`config.mk`:
```
export PLATFORM = sky130hd
export DESIGN_NAME = input_debouncer_4ch_flat
export DESIGN_NICKNAME = d
export VERILOG_FILES = /design/src/rtl/input_debouncer_4ch_pkg.sv /design/src/rtl/input_debouncer_4ch_if.sv /design/src/rtl/input_debouncer_4ch_debounce_channel.sv /design/src/rtl/input_debouncer_4ch.sv /design/src/flat_wrapper.sv
export SDC_FILE = /design/constraint.sdc
export NUM_CORES = 1
export LEC_CHECK = 0
export ABC_AREA = 1
export BUFFER_PORTS_ARGS = -buffer_cell sky130_fd_sc_hd__buf_2
export CORE_MARGIN = 5
export CORE_UTILIZATION = 61
export DETAILED_ROUTE_END_ITERATION = 8
export PLACE_DENSITY = 0.79
export SETUP_SLACK_MARGIN = 0.15
export SKIP_CTS_REPAIR_TIMING = 1
export SYNTH_ARGS = -nofsm -noshare
export SYNTH_HDL_FRONTEND = slang
export SYNTH_SLANG_ARGS = --single-unit
```
`constraint.sdc`:
```
create_clock -name clk -period 1.5 [get_ports clk]
set_input_delay 0.3 -clock clk [delete_from_list [all_inputs] [get_ports clk]]
set_output_delay 0.3 -clock clk [all_outputs]
set_load 0.02 [all_outputs]
```
`src/rtl/input_debouncer_4ch_pkg.sv`:
```
// Shared constants and types for the 4-channel input debouncer.
// Holds default timing, the short bench count and the a/b/c/d channel indices.
package input_debouncer_4ch_pkg;

  localparam int DEF_SYNC_STAGES = 2;
  localparam int DEF_CNT_W       = 16;
  localparam int DEF_STABLE_CNT  = 50000;
  localparam int SIM_STABLE_CNT  = 4;

  localparam int NUM_CH = 4;
  localparam int CH_A   = 3;
  localparam int CH_B   = 2;
  localparam int CH_C   = 1;
  localparam int CH_D   = 0;

  typedef enum logic {
    WS_WARMUP = 1'b0,
    WS_RUN    = 1'b1
  } warm_state_e;

endpackage

```
`src/rtl/input_debouncer_4ch_if.sv`:
```
// Board-side bundle of the debouncer: raw switches in, clean levels and strobes out.
// The slave modport is the debouncer, the master modport is whoever drives the switches.
interface input_debouncer_4ch_if;
  import input_debouncer_4ch_pkg::*;

  // No handshake: raw_in is a free-running level, deb_out/ready are levels and
  // changed/rise/fall are single-cycle strobes with no backpressure.
  logic [NUM_CH-1:0] raw_in;
  logic [NUM_CH-1:0] deb_out;
  logic              ready;
  logic              changed;
  logic [NUM_CH-1:0] rise;
  logic [NUM_CH-1:0] fall;
  warm_state_e       state_dbg;

  modport master (
    output raw_in,
    input  deb_out, ready, changed, rise, fall, state_dbg
  );

  modport slave (
    input  raw_in,
    output deb_out, ready, changed, rise, fall, state_dbg
  );

endinterface

```
`src/rtl/input_debouncer_4ch_debounce_channel.sv`:
```
// One debounce lane: SYNC_STAGES-deep synchronizer, stability counter and level register.
// upd pulses combinationally on the cycle whose clock edge flips deb.
module debounce_channel
  import input_debouncer_4ch_pkg::*;
#(
  parameter int SYNC_STAGES = DEF_SYNC_STAGES,
  parameter int CNT_W       = DEF_CNT_W,
  parameter int STABLE_CNT  = DEF_STABLE_CNT
) (
  input  logic clk,
  input  logic rst_n,
  input  logic raw,
  output logic deb,
  output logic upd
);

  localparam logic [CNT_W-1:0] LAST = CNT_W'(STABLE_CNT - 1);

  logic [SYNC_STAGES-1:0] sync_q, sync_d;
  logic [CNT_W-1:0]       cnt_q, cnt_d;
  logic                   deb_q, deb_d;
  logic                   sync_lvl;

  assign sync_lvl = sync_q[SYNC_STAGES-1];
  assign deb      = deb_q;

  always_comb begin
    sync_d = {sync_q[SYNC_STAGES-2:0], raw};
    cnt_d  = cnt_q;
    deb_d  = deb_q;
    upd    = 1'b0;
    // Counter only advances while the synchronized level disagrees with deb,
    // so any bounce back to the old level restarts the qualification window.
    if (sync_lvl == deb_q) begin
      cnt_d = '0;
    end else if (cnt_q == LAST) begin
      deb_d = sync_lvl;
      cnt_d = '0;
      upd   = 1'b1;
    end else begin
      cnt_d = cnt_q + CNT_W'(1);
    end
  end

  always_ff @(posedge clk) begin
    if (!rst_n) begin
      sync_q <= '0;
      cnt_q  <= '0;
      deb_q  <= 1'b0;
    end else begin
      sync_q <= sync_d;
      cnt_q  <= cnt_d;
      deb_q  <= deb_d;
    end
  end

endmodule

```
`src/rtl/input_debouncer_4ch.sv`:
```
// Four-channel switch/button debouncer feeding the a,b,c,d inputs of the gate-level labs.
// Define DEBOUNCE_EDGE_EN to build the per-channel rise/fall strobes; otherwise they read 0.
module input_debouncer_4ch
  import input_debouncer_4ch_pkg::*;
#(
  parameter int SYNC_STAGES = DEF_SYNC_STAGES,
  parameter int CNT_W       = DEF_CNT_W,
  parameter int STABLE_CNT  = DEF_STABLE_CNT
) (
  input  logic                  clk,
  input  logic                  rst_n,
  input_debouncer_4ch_if.slave  dbus
);

  localparam logic [CNT_W-1:0] LAST = CNT_W'(STABLE_CNT - 1);

  logic [NUM_CH-1:0] deb;
  logic [NUM_CH-1:0] upd;

  warm_state_e      state_q, state_d;
  logic [CNT_W-1:0] wcnt_q, wcnt_d;
  logic             ready_now, ready_next;
  logic             changed_q, changed_d;

  for (genvar i = 0; i < NUM_CH; i++) begin : g_ch
    debounce_channel #(
      .SYNC_STAGES (SYNC_STAGES),
      .CNT_W       (CNT_W),
      .STABLE_CNT  (STABLE_CNT)
    ) u_ch (
      .clk   (clk),
      .rst_n (rst_n),
      .raw   (dbus.raw_in[i]),
      .deb   (deb[i]),
      .upd   (upd[i])
    );
  end

  // Warm-up FSM: state register
  always_ff @(posedge clk) begin
    if (!rst_n) begin
      state_q <= WS_WARMUP;
      wcnt_q  <= '0;
    end else begin
      state_q <= state_d;
      wcnt_q  <= wcnt_d;
    end
  end

  // Warm-up FSM: next state
  always_comb begin
    state_d = state_q;
    wcnt_d  = wcnt_q;
    case (state_q)
      WS_WARMUP: begin
        if (wcnt_q == LAST) state_d = WS_RUN;
        else                wcnt_d  = wcnt_q + CNT_W'(1);
      end
      WS_RUN:  state_d = WS_RUN;
      default: state_d = WS_WARMUP;
    endcase
  end

  // Warm-up FSM: outputs. Strobes are qualified with the next ready value so a
  // strobe can never be visible in a cycle where ready still reads 0.
  always_comb begin
    ready_now  = (state_q == WS_RUN);
    ready_next = (state_d == WS_RUN);
    changed_d  = ready_next & (|upd);
  end

  always_ff @(posedge clk) begin
    if (!rst_n) changed_q <= 1'b0;
    else        changed_q <= changed_d;
  end

  assign dbus.deb_out   = deb;
  assign dbus.ready     = ready_now;
  assign dbus.changed   = changed_q;
  assign dbus.state_dbg = state_q;

`ifdef DEBOUNCE_EDGE_EN
  logic [NUM_CH-1:0] rise_q, rise_d, fall_q, fall_d;

  // upd means deb flips on this edge, so the current level tells the direction.
  always_comb begin
    rise_d = '0;
    fall_d = '0;
    if (ready_next) begin
      rise_d = upd & ~deb;
      fall_d = upd & deb;
    end
  end

  always_ff @(posedge clk) begin
    if (!rst_n) begin
      rise_q <= '0;
      fall_q <= '0;
    end else begin
      rise_q <= rise_d;
      fall_q <= fall_d;
    end
  end

  assign dbus.rise = rise_q;
  assign dbus.fall = fall_q;
`else
  assign dbus.rise = '0;
  assign dbus.fall = '0;
`endif

endmodule

```
`src/flat_wrapper.sv`:
```
// flat-port wrapper written by rule: the top's interface ports become plain ports
module input_debouncer_4ch_flat import input_debouncer_4ch_pkg::*;
#(
  parameter int SYNC_STAGES = DEF_SYNC_STAGES,
  parameter int CNT_W       = DEF_CNT_W,
  parameter int STABLE_CNT  = DEF_STABLE_CNT
)
  (clk, rst_n, dbus_raw_in, dbus_deb_out, dbus_ready, dbus_changed, dbus_rise, dbus_fall, dbus_state_dbg);
  input_debouncer_4ch_if dbus_i ();
  input  logic clk;
  input  logic rst_n;
  input wire logic [$bits(dbus_i.raw_in)-1:0] dbus_raw_in;
  output wire logic [$bits(dbus_i.deb_out)-1:0] dbus_deb_out;
  output wire logic [$bits(dbus_i.ready)-1:0] dbus_ready;
  output wire logic [$bits(dbus_i.changed)-1:0] dbus_changed;
  output wire logic [$bits(dbus_i.rise)-1:0] dbus_rise;
  output wire logic [$bits(dbus_i.fall)-1:0] dbus_fall;
  output wire logic [$bits(dbus_i.state_dbg)-1:0] dbus_state_dbg;
  assign dbus_i.raw_in = dbus_raw_in;
  assign dbus_deb_out = dbus_i.deb_out;
  assign dbus_ready = dbus_i.ready;
  assign dbus_changed = dbus_i.changed;
  assign dbus_rise = dbus_i.rise;
  assign dbus_fall = dbus_i.fall;
  assign dbus_state_dbg = dbus_i.state_dbg;
  input_debouncer_4ch #(.SYNC_STAGES(SYNC_STAGES), .CNT_W(CNT_W), .STABLE_CNT(STABLE_CNT)) u_core (.clk(clk), .rst_n(rst_n), .dbus(dbus_i));
endmodule
```
==> metrics.yaml <==
setup_path:
  crit_fanout: 4
  critPathRequiredTime_ns: 1.76
  r2r_slack_ns: 0.14
  cp-end-kind: "register"
  arrival_ns: 1.62
  cp-start-kind: "register"
  path_class: "reg2reg"
layout:
  area_delta_synth_final_pct: 19.7
  drive_gt1_share_pct: 26.8
  final_common_cell: "nand2_1"
  postLayoutCoreUtil_pct: 74.4
  layout.nets: 645
  final_cell_mix: "nand2_1 (105), nor2_1 (92), dfxtp_1 (64)"
  stdcell_count: 737
  n_antenna_cell: 0
global_route:
  gr-total-overflow: 0
  grt_pass1_vias: 3483
  grt_max_degree: 17
  grt_usage_pct: 19.4
  grt_pass1_wl_mm: 14.1
  antenna_found_initial: 0
sta:
  slew_viol_final: 0
  fin_crit_sh_pct: 90.4
  clock-skew-final_ns: 0.0125
  setup_viol: 0
  rsz0062_at_grt: "true"
  min_period_ns: 1.36
  whs_ns: 0.119
  hold_viol: 0
  fmax_mhz: 738
worst_hold_path:
  min_path_type: "in2reg"
floorplanning:
  placementRows: 31
  core_area_um2: 7210
  io_pins: 21
  die_x_um: 95.8
  die_h_um: 95.8
  initial_utilization_pct: 62.2
  dieArea_um2: 9170
synth:
  yosysSeqAreaShare_pct: 41.9
  synthCells: 602
  syn_avg_cell_area_um2: 7.46
  synth.distinct_cells: 36
  yosysWarningCount: 0
  syn_area_um2: 4490
  ys_ff_latch: 94
routing:
  first_iter_violations: 165
  route.detailed.drc: 0
  avgRoutedWirePerCell_um: 12.9
  vias: 3953
  viasPerCell: 5.36
  drtAntennaViolNets: 0
  routed_wl_mm: 9.54
  dr.pass1.iters: 5
pwr:
  powerDensity_nw_per_um2: 766
  vdd_drop_max_mv: 0.517
  leakage_nw: 1.88
clocking:
  clk_path_buf_depth: 2
  clock_latency_ns: 0.36
  clkSinkCount: 94
  cts_buffers: 9
  cts_root_buf: "clkbuf_8"
  cts_tree: "built"
  clk_pin_slew_worst_paths_ns: 0.09
  htree_levels: 3
run_status:
  status: "completed"
placement:
  hpwl_mm: 5.88
  dp.cells: 706
  portBuffers: 12
  gp_congestion: 0.837
run:
  drv_cap: 0
layout make-up:
| cell class | count | area, um^2 |
|---|---|---|
| repair buffers | 29 | 191 |
| multi-input cells | 437 | 2720 |
| well taps | 99 | 124 |
| clock buffers | 12 | 145 |
| fillers | 530 | 1840 |
| flip-flops and latches | 94 | 1930 |
| inverters | 63 | 236 |
| clock inverters | 3 | 21.3 |
synth_stat cells:
master	count	share of area, %
nor3b_1	6	1.0
or2_2	3	0.42
nor2_1	104	8.7
clkinv_1	1	0.084
inv_1	60	5.0
or2_0	2	0.28
ha_1	5	1.4
nand3_2	6	1.3
nor3_1	33	3.7
conb_1	1	0.084
xor2_1	21	4.1
nand3_1	30	3.3
dfxtp_1	94	42
and3_1	1	0.14
nor3_4	4	1.4
xnor2_1	8	1.6
and2_1	1	0.14
nand2_1	113	9.5
clkbuf_1	1	0.084
nand3b_1	3	0.50
nor2_4	1	0.25
nor2_2	13	1.8
a21oi_1	33	3.7
nor3_2	5	1.1
a21oi_2	1	0.20
buf_6	4	1.0
nand2_2	5	0.70
inv_2	2	0.17
buf_1	1	0.084
o21ai_0	9	1.0
nand2_4	2	0.50
a31oi_1	2	0.28
nand4_2	3	0.84
buf_4	13	2.2
buf_2	1	0.11
nand4_1	10	1.4
path summary, 6_finish.rpt:
check                                           startpoint                                  endpoint  cells after the start
hold / removal                              dbus_raw_in[2]  u_core.g_ch[2].u_ch.sync_q[0]$_SDFF_PN0_                      3
setup / recovery             u_core.wcnt_q[0]$_SDFFE_PN0P_            u_core.wcnt_q[12]$_SDFFE_PN0P_                      8
setup reg to reg             u_core.wcnt_q[0]$_SDFFE_PN0P_            u_core.wcnt_q[12]$_SDFFE_PN0P_                      8
hold reg to reg   u_core.g_ch[2].u_ch.sync_q[0]$_SDFF_PN0_  u_core.g_ch[2].u_ch.sync_q[1]$_SDFF_PN0_                      2
sequential cells by signal, summed over array words and instances (netlist names):
name                     count
u_core.g_ch.u_ch.sync_q      8
u_core.dbus.changed          1
u_core.g_ch.u_ch.deb         4
u_core.g_ch.u_ch.cnt_q      64
u_core.dbus.ready            1
u_core.wcnt_q               16
per-layer routing:
metal / global-route usage, % / vias up / wire length, um
met5: 0 / - / 0
li1: - / 1988 / -
met1: 22.2 / 1846 / 3830
met2: 34.0 / 102 / 5070
met3: 5.55 / 17 / 440
met4: 7.23 / 0 / 201
logic make-up (layout without fill, tap and decap cells):
family | after synthesis | after routing | share of synthesized area, %
buf+inv | 83 | 107 | 8.73
fa+ha+maj | 5 | 5 | 1.39
flops | 94 | 94 | 41.9
compound gates | 45 | 45 | 5.16
other cells | 1 | 8 | 0.0836
xor+xnor | 29 | 29 | 5.66
simple gates | 345 | 350 | 37.1
through the flow:
| stage | setup WS (ns) | instance area (um^2) | TNS, ns | power, mW |
|---|---|---|---|---|
| finish | 0.145 | 5370 | 0 | 4.11 |
| floorplan | 0.151 | 4520 | 0 | 2.68 |
| detailed placement | -0.00231 | 4590 | -0.00231 | 2.68 |
| global placement | 0.0846 | 4590 | 0 | 2.68 |
| global route | 0.0308 | 5370 | 0 | 4.32 |
| CTS | -0.0100 | 4760 | -0.0100 | 4.14 |
critical path, cell delays in order, from the launching register on:
cell and delay, ns:
dfxtp_4 0.38, ha_4 0.15, nand3_4 0.11, nor2_4 0.12, nand3_1 0.12, nor3_2 0.19, nand2_1 0.09, nand2_1 0.07
nor2_1 0.04
report_power, final:
part | switching [mW] | internal [mW]
combinational | 0.0850 | 0.0398
clock | 0.818 | 0.640
sequential | 0.0201 | 2.51
No activity file was read; power rests on OpenSTA's default activity.
